**src/rtl/mem_wait_slave.sv**
```systemverilog
// Memory target for the mem_intf valid/ready bus with programmable wait states and four-phase release.
// Define MEM_RANGE_CHECK_EN to flag out-of-range accesses on err during the ready cycle.
module mem_wait_slave #(
  parameter int WIDTH       = 16,
  parameter int ADDR_WIDTH  = 6,
  parameter int DEPTH       = 48,
  parameter int WAIT_CYCLES = 2
) (
  input  logic                  clk,
  input  logic                  rst,
  input  logic [ADDR_WIDTH-1:0] addr,
  input  logic [WIDTH-1:0]      wdata,
  input  logic                  wr_rd,
  input  logic                  valid,
  output logic [WIDTH-1:0]      rdata,
  output logic                  ready,
  output logic                  err,
  output logic                  busy
);

  typedef enum logic [1:0] {S_IDLE, S_WAIT, S_RESP, S_HOLD} state_t;

  localparam logic [3:0] WAIT_LOAD = 4'(WAIT_CYCLES);

  state_t                  state_q, state_d;
  logic [3:0]              cnt_q, cnt_d;
  logic [ADDR_WIDTH-1:0]   addr_q;
  logic [WIDTH-1:0]        wdata_q;
  logic                    wr_q;
  logic [WIDTH-1:0]        rdata_q, rdata_d;
  logic                    ready_q;
  logic [WIDTH-1:0]        mem [DEPTH];

  logic [ADDR_WIDTH-1:0]   op_addr;
  logic [WIDTH-1:0]        op_wdata;
  logic                    op_wr;
  logic                    op_fire;
  logic                    in_range;
  logic                    mem_we;

  always_comb begin
    state_d = state_q;
    cnt_d   = cnt_q;
    op_fire = 1'b0;
    unique case (state_q)
      S_IDLE: begin
        if (valid) begin
          cnt_d = WAIT_LOAD;
          if (WAIT_CYCLES == 0) begin
            state_d = S_RESP;
            op_fire = 1'b1;
          end else begin
            state_d = S_WAIT;
          end
        end
      end
      S_WAIT: begin
        cnt_d = cnt_q - 4'd1;
        if (cnt_q == 4'd1) begin
          state_d = S_RESP;
          op_fire = 1'b1;
        end
      end
      S_RESP:  state_d = S_HOLD;
      S_HOLD:  if (!valid) state_d = S_IDLE;
      default: state_d = S_IDLE;
    endcase
  end

  // A zero-wait access fires on the accept edge itself, before the request
  // registers hold the captured copy, so it must use the live inputs.
  always_comb begin
    op_addr  = (state_q == S_IDLE) ? addr  : addr_q;
    op_wdata = (state_q == S_IDLE) ? wdata : wdata_q;
    op_wr    = (state_q == S_IDLE) ? wr_rd : wr_q;
    in_range = 32'(op_addr) < 32'(DEPTH);
    mem_we   = op_fire && op_wr && in_range;
    rdata_d  = rdata_q;
    if (op_fire && !op_wr) begin
      rdata_d = in_range ? mem[op_addr] : '0;
    end
  end

  always_ff @(posedge clk or negedge rst) begin
    if (!rst) begin
      state_q <= S_IDLE;
      cnt_q   <= '0;
      addr_q  <= '0;
      wdata_q <= '0;
      wr_q    <= 1'b0;
      rdata_q <= '0;
      ready_q <= 1'b0;
    end else begin
      state_q <= state_d;
      cnt_q   <= cnt_d;
      rdata_q <= rdata_d;
      ready_q <= op_fire;
      if (state_q == S_IDLE && valid) begin
        addr_q  <= addr;
        wdata_q <= wdata;
        wr_q    <= wr_rd;
      end
    end
  end

  // Storage is deliberately left unreset.
  always_ff @(posedge clk) begin
    if (mem_we) begin
      mem[op_addr] <= op_wdata;
    end
  end

`ifdef MEM_RANGE_CHECK_EN
  logic err_q;

  always_ff @(posedge clk or negedge rst) begin
    if (!rst) begin
      err_q <= 1'b0;
    end else begin
      err_q <= op_fire && !in_range;
    end
  end

  assign err = err_q;
`else
  assign err = 1'b0;
`endif

  assign rdata = rdata_q;
  assign ready = ready_q;
  assign busy  = (state_q != S_IDLE);

endmodule

```
**config.mk**
```make
export PLATFORM = sky130hd
export DESIGN_NAME = mem_wait_slave
export DESIGN_NICKNAME = d
export VERILOG_FILES = /design/src/rtl/mem_wait_slave.sv
export SDC_FILE = /design/constraint.sdc
export NUM_CORES = 1
export LEC_CHECK = 0
export ABC_CLOCK_PERIOD_IN_PS = 8100
export BUFFER_PORTS_ARGS = -buffer_cell sky130_fd_sc_hd__buf_2
export CELL_PAD_IN_SITES_DETAIL_PLACEMENT = 0
export CELL_PAD_IN_SITES_GLOBAL_PLACEMENT = 1
export CORE_ASPECT_RATIO = 0.5
export CORE_UTILIZATION = 58
export CTS_CLUSTER_DIAMETER = 60
export DETAILED_ROUTE_END_ITERATION = 6
export GPL_ROUTABILITY_DRIVEN = 0
export PLACE_DENSITY = 0.81
export SKIP_LAST_GASP = 1
export SLEW_MARGIN = 20
export SYNTH_ARGS = -nofsm -noshare
export SYNTH_HDL_FRONTEND = slang
export SYNTH_SLANG_ARGS = --single-unit
```
**constraint.sdc**
```tcl
create_clock -name clk -period 8.1 [get_ports clk]
set_clock_uncertainty 0.1 [all_clocks]
set_input_delay 0.81 -clock clk [delete_from_list [all_inputs] [get_ports clk]]
set_output_delay 0.81 -clock clk [all_outputs]
set_load 0.005 [all_outputs]
```
== Word-level counts from Yosys, hierarchy flattened ==
Memory sizes are Yosys's and may differ from the RTL's.
Index checks and enable logic that the tools add are counted.

* Input bits: 26
* Word-level logic and storage cells: 41
* Memory bits (read-only): 0
* Bits in registers: 46
* Output and inout port bits: 19
* Bits in writable memories: 768
* Memories kept: 1
* Latch bits: 0

{| class="wikitable"
|+ Memory list
! name !! depth !! width !! read ports !! clocked after Yosys merged registers in !! write ports !! line !! source
|-
| mem || 48 || 16 || 1 || 0 || 1 || 32 || <nowiki>logic [WIDTH-1:0] mem [DEPTH];</nowiki>
|}

* Mux-type cells: 14
* Add/sub/neg operators: 1
* Bitwise operators: 0
* $lt $le $gt $ge: 1
* Reductions and logical operators: 10
* Multipliers: 0
* Div/mod/pow operators: 0
* Shift-type cells: 0
* Eq/ne operators: 7

{| class="wikitable"
|+ Operator list
! kind !! number
|-
| $mux W16 || 2
|-
| $pmux W2 S4 || 1
|-
| $pmux W4 S2 || 1
|-
| $lt A6 B6 Y1 const B || 1
|-
| $mux W2 || 3
|-
| $mux W6 || 1
|-
| $ne A2 B2 Y1 const B || 3
|-
| $mux W1 || 5
|-
| $eq A2 B2 Y1 const B || 2
|-
| $eq A4 B1 Y1 const B || 1
|-
| $logic_and A1 B1 Y1 || 4
|-
| $mux W4 || 1
|-
| $reduce_bool A2 Y1 || 2
|-
| $sub A4 B1 Y4 const B || 1
|-
| $reduce_and A3 Y1 || 1
|-
| $eq A2 B1 Y1 const B || 1
|-
| $logic_not A2 Y1 || 1
|-
| $reduce_and A2 Y1 || 1
|-
| $logic_not A1 Y1 || 1
|}

== Longest topological paths before layout ==
Gate-level depths: netlist (run 1).

* Word-level depth: 7
* Gate-level depth with buffers: 14
* Depth with buffers taken out: 9

== Worst setup path before layout (run 1) ==
Ideal clock, no wire load.

* Kind: flip-flop to flip-flop
* Start point: reg state_q[0]
* End point: mem mem[33][0] (enable)
* Cell stages (with the launch flop): 12
* Required time: 7570 ps
* Period minus slack after synthesis: 4171 ps
* Library setup time: 430 ps
* Setup slack: 3929 ps
* Arrival: 3641 ps
* Path buffers: 4
* Cell sequence: dfrtp_1 inv_1 ha_1 buf_6 buf_12 mux2i_2 buf_2 nor2_1 nor3b_1 buf_2 nand2_1 nor4_1

* Word-level cells in the longest chain between the ends: 6
* Elaborated cells on any way between the ends: 10
* Classes of those cells: 1 x order compare; 1 x eq/ne; 5 x mux; 3 x reduce/logical

{| class="wikitable"
|+ RTL lines
! what !! line !! source
|-
| from (decl) || 25 || <nowiki>state_t state_q, state_d;</nowiki>
|-
| from (signal assigned) || 94 || <nowiki>state_q <= state_d;</nowiki>
|-
| $logic_not A2 Y1 / $eq A2 B1 Y1 (equally long branches) || 73, 75, 45 ||
|-
| $mux W6, or another cell as far along || 73 || <nowiki>op_addr = (state_q == S_IDLE) ? addr : addr_q;</nowiki>
|-
| $lt A6 B6 Y1 / $logic_and A1 B1 Y1 (equally long branches) || 76, 77 ||
|-
| $logic_and A1 B1 Y1 || 77 || <nowiki>mem_we = op_fire && op_wr && in_range;</nowiki>
|-
| $mux W1 || 108 || <nowiki>if (mem_we) begin</nowiki>
|-
| $mux W1 (not written as such) || 109 || <nowiki>mem[op_addr] <= op_wdata;</nowiki>
|-
| to (decl) || 32 ||
|}

Several ways; a longest one is shown, not always the timed one.

== Final worst setup path (run 1) ==
* Start point: reg state_q[1]
* End point: reg rdata_q[4] (netlist: rdata[4])

* Word-level cells in the longest chain between the ends: 4
* Elaborated cells on any way between the ends: 10
* Classes of those cells: 1 x order compare; 1 x eq/ne; 4 x mux; 3 x reduce/logical; 1 x memory

{| class="wikitable"
|+ RTL lines
! what !! line !! source
|-
| $logic_not A2 Y1 || 73, 75 ||
|-
| $mux W6 / $mux W1 (equally long branches) || 73, 75 ||
|-
| $mem_v2 Z48 W16, or another cell as far along || - ||
|-
| $mux W16 / $logic_and A1 B1 Y1 (equally long branches) || 80, 79 ||
|-
| to (signal assigned) || 96 || <nowiki>rdata_q <= rdata_d;</nowiki>
|-
| to (decl) || 30 || <nowiki>logic [WIDTH-1:0] rdata_q, rdata_d;</nowiki>
|}

Several ways; a longest one is shown, not always the timed one.
A chain may end at the register's enable or synchronous reset.

==> results.txt, run 1 <==
The run finished, with violations left. The final reports fail on DRC. The number of library cell types mapped by synthesis is 76. The top fanout value on the critical path came out at 27. The maximum clock frequency came out at 0.2014 GHz. The final total power is 0.01457 W. The final layout contains 2061 nets. The average size of a mapped cell came out at about 16 sq um. STA puts the critical path data arrival time at 5410 ps. The placement row count is 59. Setup repair after global routing left no endpoint under its margin. The total half-perimeter wirelength after legalization and detailed placement is 54290 um. The repair_antennas step left the layout with diodes totalling 0.

The register area share after synthesis came out at 77.38%. Summed over all failing endpoints, the final setup total negative slack is 0 ps. The H-tree depth is 3. The worst register-to-register path begins at state_q[1].

The net count after synthesis is 1982. The count of flip-flops with a built-in enable after synthesis came out at 768. The first global-routing pass estimated 134600 um of wire. The fraction of final layout cells sized beyond drive strength 1 came out at 15.92%.

The effective utilization at floorplan came out at between 50% and 60%. For this design the static power due to leakage is 11.27 nW. The post-route antenna net violation count came out at 0. Across the VDD grid, the largest voltage drop is between 400 and 500 uV. The required time reported for the critical path endpoint came out at 8550 ps. Dividing the final minimum period by the clock period gives between 60% and 70%. The core area came out at 0.05263 sq mm. The final count of pins violating max slew was 0.

The total clock sinks is 814. The slew of the pin with the lowest slew margin is ~1200 ps. The detailed router finished its first iteration with 3277 violations. The post-place instance area came out at around 0.032 sq mm.

The sum of overflow across all layers after global routing is 0. The number of endpoints with negative hold slack in the final report is 0. The number of global-route vias before repair came to 18777. The worst relative slew slack is 18.84%. The top-level I/O count came out at 45.

The footprint of the flip-flops and latches is 0.02421 sq mm. The area occupied by multi-input gates is ~0.0064 sq mm. Timing analysis after detailed placement gives a worst setup slack of 3352 ps. The fill cell total of the finished layout came out at roughly 3600. The maximum number of pins on one net before global-route repair came out at about 80. Global routing used 34.80% of the available tracks across all layers. The cts-stage hold buffer count came out at 0. Using the TritonRoute via totals, the vias-per-cell ratio works out to 7.036. The cell area after layout came out at 0.03475 sq mm. Max-cap violations in this run came to 0. The number of setup buffers added after CTS is 0. Of all flip-flops after synthesis, the portion carrying an async set or reset was 5.651%. The setup check on the worst reg-to-reg path leaves a slack of between 3000 and 4000 ps. The number of buffers inserted during clock tree synthesis came out at about 70. The post-synthesis cell area is 0.03129 sq mm. The later pin in the worst-skew pair is clocked with a latency of around 620 ps. TritonCTS built the clock tree. The final wirelength is 94600 um. The power density over the cells is between 400 and 500 mW/mm^2. The area growth from synthesis to layout is 11.04%. CTS placed an instance of sky130_fd_sc_hd__clkbuf_16 at the clock tree root. The most critical setup path has its startpoint at state_q[1]. STA classifies the critical path startpoint as a flip-flop. Counting along the longest clock path gives a buffer depth of 3. The number of warning messages in the yosys log is 0. The floorplan step defined a die boundary enclosing 0.05494 sq mm.

The instance count of the mapped netlist came out at 1950. The initial antenna violation count is 4. The final setup violation count is 0. The tightest min-delay check is of the input pin to async pin type. The post-cts repair resize count came out at 0.

In this run the tool buffered the top-level ports with 43 buffer cells. The number of vias in the routed layout is 19602. For this run, the detailed router's first-pass iteration total came to 7. The minimum hold slack came out at approximately 220 ps. In this run, synthesis produced a sequential element count of 814. In this run the worst setup path terminates at rdata[4]. The clock transition at the registers of the reported paths came out at around 70 ps. From bottom edge to top edge, the die measures about 170 um.

The floorplan step set the die width to roughly 330 um. In this run the critical register-to-register path is captured at rdata[4]. The final routed wire length divided by cell count came out at 33.95 um.

Among all flip-flop cells after synthesis, the most frequent one is sky130_fd_sc_hd__edfxtp_1. The residual DRC count is 2. The type of element capturing the critical path is a flip-flop. The final worst setup slack is 3134 ps. The number of cells on the worst reg-to-reg path is 11. The shortest clock period the worst path allows after layout is 4966 ps. The startpoint-to-endpoint class of the critical path is flip-flop to flip-flop.
## report_power, final
part	internal, W	switching, W	leakage [nW]
sequential	0.00551	0.000127	7.48
clock	0.00193	0.00150	1.11
combinational	0.00134	0.00416	2.68
## logic make-up after synthesis
logic type      count (synthesis)  share of synthesized area (%)
simple gates                  408                          5.602
compound gates                496                          10.62
mux                            99                          3.806
other cells                     1                        0.01198
flops                         814                          77.38
buf+inv                       125                          2.311
xor+xnor                        1                        0.02799
fa+ha+maj                       6                         0.2399
## per-stage QoR
step | utilization [%] | cells
floorplan | - | 1950
global placement | 61.50 | 2657
detailed placement | 61.50 | 2657
CTS | 65.86 | 2784
global route | 66.02 | 2786
finish | 66.02 | 2786
## cell usage in the layout (no fill, tap or decap), types with 6 or more instances in the layout
cell / n
sky130_fd_sc_hd__edfxtp_1: 768
sky130_fd_sc_hd__o22ai_1: 205
sky130_fd_sc_hd__nand2_1: 165
sky130_fd_sc_hd__nor2_1: 137
sky130_fd_sc_hd__buf_4: 79
sky130_fd_sc_hd__clkbuf_16: 71
sky130_fd_sc_hd__mux2_2: 65
sky130_fd_sc_hd__a21oi_1: 63
sky130_fd_sc_hd__o21ai_0: 57
sky130_fd_sc_hd__dfrtp_1: 46
sky130_fd_sc_hd__buf_2: 43
sky130_fd_sc_hd__nand3_1: 36
sky130_fd_sc_hd__nor3_1: 28
sky130_fd_sc_hd__o221ai_1: 27
sky130_fd_sc_hd__clkbuf_1: 22
sky130_fd_sc_hd__a31oi_1: 20
sky130_fd_sc_hd__a211oi_1: 18
sky130_fd_sc_hd__mux2_4: 13
sky130_fd_sc_hd__mux2i_1: 12
sky130_fd_sc_hd__clkinv_1: 10
sky130_fd_sc_hd__a221oi_1: 9
sky130_fd_sc_hd__a22o_1: 9
sky130_fd_sc_hd__bufinv_16: 9
sky130_fd_sc_hd__o22a_1: 8
sky130_fd_sc_hd__clkinv_2: 8
sky130_fd_sc_hd__inv_1: 7
sky130_fd_sc_hd__nor4_1: 7
sky130_fd_sc_hd__a311oi_1: 7
sky130_fd_sc_hd__o211ai_1: 7
sky130_fd_sc_hd__o2111ai_1: 7
sky130_fd_sc_hd__o21ai_1: 6
sky130_fd_sc_hd__a32o_1: 6
## sequential cells by signal, summed over array words and instances, names as in the netlist
name,count
rdata,16
mem,768
ready,1
wdata_q,16
wr_q,1
cnt_q,4
addr_q,6
state_q,2
## how the worst min path moves through the flow
| stage | startpoint | depth (start not counted) | endpoint |
|---|---|---|---|
| floorplan | rdata[3] | 2 | rdata[3] |
| global placement | wdata_q[5] | 1 | wdata_q[5] |
| detailed placement | wdata_q[5] | 1 | wdata_q[5] |
| CTS | rst | 2 | wdata_q[9] |
| global route | rst | 2 | cnt_q[2] |
| finish | rst | 2 | cnt_q[1] |
## per-layer routing
layer / vias to the layer above / part of all wire [%] / global-route usage [%]
li1: 7966 / - / -
met1: 9803 / 37 / 49.81
met2: 1603 / 44 / 50.73
met3: 226 / 15 / 11.11
met4: 4 / 3.8 / 12.08
met5: - / 0.023 / 0
## Yosys cell counts (4+ instances only)
cell type,n,area (sq um)
sky130_fd_sc_hd__o211ai_1,7,52.55
sky130_fd_sc_hd__o21ai_0,58,290.3
sky130_fd_sc_hd__o22a_1,8,70.07
sky130_fd_sc_hd__o221ai_1,27,236.5
sky130_fd_sc_hd__a221oi_1,9,78.83
sky130_fd_sc_hd__clkbuf_1,24,90.09
sky130_fd_sc_hd__mux2i_1,13,130.1
sky130_fd_sc_hd__o41ai_1,4,35.03
sky130_fd_sc_hd__o2bb2ai_1,4,35.03
sky130_fd_sc_hd__and3_1,4,25.02
sky130_fd_sc_hd__mux2_2,75,844.6
sky130_fd_sc_hd__buf_2,55,275.3
sky130_fd_sc_hd__nand2_1,165,619.3
sky130_fd_sc_hd__a211oi_1,18,135.1
sky130_fd_sc_hd__dfrtp_1,46,1151
sky130_fd_sc_hd__buf_1,6,22.52
sky130_fd_sc_hd__mux2i_4,4,90.09
sky130_fd_sc_hd__nand3_1,37,185.2
sky130_fd_sc_hd__o21ai_1,5,25.02
sky130_fd_sc_hd__a32o_1,6,60.06
sky130_fd_sc_hd__nor2_1,138,518.0
sky130_fd_sc_hd__a22o_1,9,78.83
sky130_fd_sc_hd__a21oi_1,63,315.3
sky130_fd_sc_hd__buf_4,19,142.6
sky130_fd_sc_hd__inv_1,7,26.28
sky130_fd_sc_hd__edfxtp_1,768,23060
sky130_fd_sc_hd__ha_1,6,75.07
sky130_fd_sc_hd__a31oi_1,20,125.1
sky130_fd_sc_hd__nor4_1,9,56.30
sky130_fd_sc_hd__o2111ai_1,7,61.31
sky130_fd_sc_hd__buf_6,13,146.4
sky130_fd_sc_hd__nor3_1,28,140.1
sky130_fd_sc_hd__o22ai_1,205,1282
sky130_fd_sc_hd__a311oi_1,7,61.31
## cell type report
cell class | instances | share of cell area (%)
repair buffers | 126 | 2.578
inverters | 7 | 0.07562
clock inverters | 32 | 1.167
well taps | 701 | 2.524
flip-flops and latches | 814 | 69.68
multi-input cells | 1011 | 18.54
clock buffers | 95 | 5.430
## critical path, cell delays in order, from the launching register on
cell and delay, ps:
sky130_fd_sc_hd__dfrtp_1 410, sky130_fd_sc_hd__inv_1 120, sky130_fd_sc_hd__ha_2 620, sky130_fd_sc_hd__mux2_4 510, sky130_fd_sc_hd__buf_4 320, sky130_fd_sc_hd__nand3_2 600, sky130_fd_sc_hd__buf_4 490, sky130_fd_sc_hd__o22ai_1 130
sky130_fd_sc_hd__nor3_1 450, sky130_fd_sc_hd__o21ai_0 170, sky130_fd_sc_hd__nor4_1 650, sky130_fd_sc_hd__a22o_1 240
No activity file was read; power rests on OpenSTA's default activity.
==> inputs of run 2 (changes only) <==
ABC_AREA = 1   (was default)
ABC_CLOCK_PERIOD_IN_PS = 4900   (was 8100)
CORE_UTILIZATION = 50   (was 58)
PLACE_DENSITY = 0.76   (was 0.81)
clock period = 4.9 ns   (was 8.1 ns; I/O delays follow)
==> run 2 against run 1 <==
The flow now finishes without violations. Critical path type unchanged. Area after synthesis grew 13%. Register-to-register slack worse by 2100 ps. Clock power rose by 60%. Largest cell class unchanged. Worst setup slack worse by 2100 ps. Total power up 73%. Sequential cell count stayed put. Critical endpoint is now rdata[10]. Global-route usage decreased by 7.8 points.
==> results.txt, run 2 <==
The effective utilization at floorplan is 50.82% (-8.6 points). The final routed wire length divided by cell count is 20.73 um (-39%). The arrival time reported for the critical path endpoint is 4290 ps (-1120 ps). The worst setup path is captured at a flip-flop. The flip-flop count of the largest register, all copies and words added came out at 768 (unchanged). The final count of pins violating max slew is 0 (unchanged). The flow ran to the end, and the final reports show no timing, DRC or antenna violations.

The residual DRC count came out at 0 (-2). The post-synthesis register bit count came out at 814 (unchanged). In this run the critical register-to-register path is launched from state_q[0]. The top-level I/O count is 45 (unchanged). The path class of the tightest hold or removal check is input pin to flip-flop.

The cell count of the worst reg-to-reg path is 15 (+4). The count of flip-flops with a built-in enable after synthesis was 768 (unchanged). The height of the die is 189.7 um (+14%). In the post-synthesis netlist, the cell with the most instances is sky130_fd_sc_hd__nand2_1. The number of placed instances with taps included is 4427 (+67%). The number of endpoints with negative hold slack in the final report came out at 0 (unchanged). The fill cell total of the finished layout came out at 5964 (+66%). The area fraction of the dominant cell type after synthesis is 65.44% (-8.3 points). The sum of overflow across all layers after global routing came out at 0 (unchanged). The total routed wire length on the met1 layer is 42160 um (+20%).

The post-route antenna net violation count came out at 0 (unchanged). The latest clock arrival within the worst-skew pair was 650 ps (+30 ps). The power density over the cells came to 640.8 mW/mm^2 (+53%).

After synthesis, the most frequently instantiated cells are sky130_fd_sc_hd__nand2_1 (1312), sky130_fd_sc_hd__edfxtp_1 (768), sky130_fd_sc_hd__inv_1 (413). The library cell used most frequently in the layout, excluding fill and tap cells, is sky130_fd_sc_hd__nand2_1. Leaving out fill and tap cells, the most frequent cells in the layout are sky130_fd_sc_hd__nand2_1 (1309), sky130_fd_sc_hd__edfxtp_1 (768), sky130_fd_sc_hd__inv_1 (413). Ranked by total cell area, the synthesized netlist is headed by sky130_fd_sc_hd__edfxtp_1 (65%), sky130_fd_sc_hd__nand2_1 (14%), sky130_fd_sc_hd__inv_1 (4.4%). The portion of total power attributed to combinational logic was 41.8% (+4.1 points). The total clock sinks is 814 (unchanged). The clock transition at the registers of the reported paths came out at 70 ps (about the same). The most used flip-flop cell after synthesis is sky130_fd_sc_hd__edfxtp_1.

The switching power summed over all nets was 0.01068 W (+85%). The H-tree depth came out at 3 (unchanged). The number of buffers between clock root and the deepest sink is 3 (unchanged). The worst vdd rail ir drop is 526.2 uV (+29%).

The number of nets at the end of the flow is 3591 (+74%). The top fanout value on the critical path came out at 80 (+200%). The footprint of the flip-flops and latches came to 0.02421 sq mm (unchanged). The instance count of the mapped netlist was 3495 (+79%). The number of vias in the routed layout is 23709 (+21%).

The placement row count came to 68 (+15%). Compared with the post-synthesis result, the final layout area differs by 11.30%. The shortest clock period the worst path allows after layout is 3853 ps (-1113 ps).

The number of setup buffers added after CTS came to 0 (unchanged). The number of design-rule violations left by the first detailed-router iteration is 2486 (-24%). The cts-stage hold buffer count came out at 3 (+3). The worst hold path begins at addr[5]. The final worst setup slack was 1047 ps (-2087 ps). The proportion of register bits with asynchronous set or reset after synthesis is 5.651% (unchanged).

The register area share after synthesis came out at 68.70% (-8.7 points). The number of global-route vias before repair is 22317 (+19%). The average size of a mapped cell is 10.08 sq um (-37%). The final setup violation count is 0 (unchanged). The first-pass GRT wire length is 141400 um (+5.0%).

The post-route clock period utilization came out at 78.63% (+17 points). The synthesized design spends more area on one cell type than any other, namely sky130_fd_sc_hd__edfxtp_1. Counting flops per register, the top entry is mem.

The die width was 377.5 um (+14%). The worst relative slew slack came out at 20.83% (+2.0 points). The final wirelength came out at 94490 um (-0.12%). The library cell used as clock root buffer is sky130_fd_sc_hd__clkbuf_16.

The slew of the pin with the lowest slew margin is 1183 ps (-34.28 ps). The max-capacitance violation count is 0 (unchanged). The maximum clock frequency came to 0.2595 GHz (+29%). The floorplan die area came out at 0.07162 sq mm (+30%).

The net count after synthesis came to 3527 (+78%). The number of non-filler instances in the completed layout was 4557 (+64%). Setup repair after global routing left no endpoint under its margin. The cell-internal power came to 0.01446 W (+65%). The static leakage power came out at 16.59 nW (+47%). TritonCTS built the clock tree. The number of library cell types mapped by synthesis was 33 (-57%). The total routing usage reported by global routing is 27.05% (-7.8 points).

The fraction of final layout cells sized beyond drive strength 1 came out at 8.112% (-7.8 points). The startpoint-to-endpoint class of the critical path is flip-flop to flip-flop. The met3 wire length came out at 8276 um (-42%). The required time reported for the critical path endpoint was 5340 ps (-3210 ps). For hold timing, the worst endpoint is addr_q[5]. The number of cells on the worst hold path is 3.

The area occupied by multi-input gates is 0.008781 sq mm (+36%). The via density per instance was 5.203 (-26%). After detailed routing, no signal wire sits above met5.

The core area came to 0.06934 sq mm (+32%). The total half-perimeter wirelength after legalization and detailed placement is 55000 um (+1.3%). The minimum setup slack among reg-to-reg paths was 1050 ps (-2090 ps). The reg-to-reg critical path endpoint is rdata[10]. The maximum number of pins on one net before global-route repair came out at 90 (+14%).

The element type at the critical path start is a flip-flop. The pre-CTS worst setup slack is 1082 ps (-2269 ps). The post-cts repair resize count was 0 (unchanged).

The power share of the clock group is 21.8% (-1.8 points). The number of buffers inserted by port buffering came out at 43 (unchanged). The fraction of power spent switching nets is 42.49% (+2.8 points). The sequential cell fraction of total power is 36.4% (-2.3 points). The final antenna diode count is 0 (unchanged). The summed negative setup slack over all endpoints came out at 0 ps (unchanged). The routed length on met2 is 41960 um (+1.1%). The initial antenna violation count came out at 5 (+1). The number of warning messages in the yosys log came out at 0 (unchanged).

The number of buffers inserted during clock tree synthesis came out at 72 (+4.3%). The post-synthesis cell area came out at 0.03524 sq mm (+13%). The detailed-router iteration count before antenna repair is 5 (-2).
## run 2: cell count changes in the layout (fill, tap and decap cells not counted), sizes merged, moves of 30 or more
cell   delta
a21oi    -30
buf      +31
inv     +416
mux2     -78
nand2  +1149
nand3    +62
nor2    +185
o21ai   +236
o22ai   -205
## run 2: kinds of logic after synthesis
family	after synthesis	synth area share, %
adder cells (fa/ha/maj)	6	0.2130
XOR/XNOR	1	0.02486
buffers and inverters	592	7.033
AND/OR/NAND/NOR	1744	19.15
flip-flops	814	68.70
other	1	0.01064
AO/OA/AOI/OAI	337	4.867
## run 2: how the worst max path moves through the flow
stage                    start         end  slack (ps)
floorplan           state_q[0]  mem[0][12]        1140
global placement    state_q[0]   rdata[10]        1080
detailed placement  state_q[0]   rdata[10]        1080
CTS                 state_q[0]   rdata[10]        1070
global route        state_q[0]   rdata[10]         660
finish              state_q[0]   rdata[10]        1050
## run 2: critical path, cell delays in order (launching register included)
cell and delay, ps:
sky130_fd_sc_hd__dfrtp_1 370, sky130_fd_sc_hd__inv_1 80, sky130_fd_sc_hd__ha_1 260, sky130_fd_sc_hd__inv_6 420, sky130_fd_sc_hd__nand2_8 160, sky130_fd_sc_hd__nand2_8 520
sky130_fd_sc_hd__buf_4 500, sky130_fd_sc_hd__nand2_1 80, sky130_fd_sc_hd__o21ai_0 90, sky130_fd_sc_hd__nand2_1 60, sky130_fd_sc_hd__nand2_1 90, sky130_fd_sc_hd__nand2_1 60
sky130_fd_sc_hd__nand3_1 190, sky130_fd_sc_hd__nand3_1 410, sky130_fd_sc_hd__nand3_1 230, sky130_fd_sc_hd__nand2_1 60
## run 2: power groups by stage
stage	clock network, W	logic (W)	registers (W)
floorplan	0	0.00632	0.00939
global placement	0	0.0103	0.00928
detailed placement	0	0.0104	0.00928
CTS	0.00556	0.0105	0.00914
global route	0.00582	0.0115	0.00915
finish	0.00549	0.0105	0.00914
## run 2: cell type report
| cell class | count | share of cell area [%] |
|---|---|---|
| clock buffers | 97 | 5.072 |
| clock inverters | 30 | 0.5040 |
| inverters | 422 | 4.051 |
| multi-input cells | 2089 | 22.39 |
| flip-flops and latches | 814 | 61.73 |
| well taps | 945 | 3.014 |
| repair buffers | 160 | 3.241 |
## run 2: routing by layer
layer,global-route usage [%],vias up
met2,41.10,855
met3,6.364,125
met1,39.28,11390
met4,6.989,2
li1,-,11337
met5,0,-
## run 2: per-stage QoR
| stage | power (W) | hold slack (ps) | util (%) | cell area (sq um) |
|---|---|---|---|---|
| after floorplan | 0.01571 | 94.41 | - | 35240 |
| after global placement | 0.01963 | 359.4 | 53.33 | 36980 |
| after global routing | 0.02652 | 32.53 | 56.57 | 39220 |
| after detailed placement | 0.01973 | 361.2 | 53.37 | 37010 |
| final | 0.02514 | 38.00 | 56.57 | 39220 |
| after CTS | 0.02518 | 2.159 | 56.57 | 39220 |
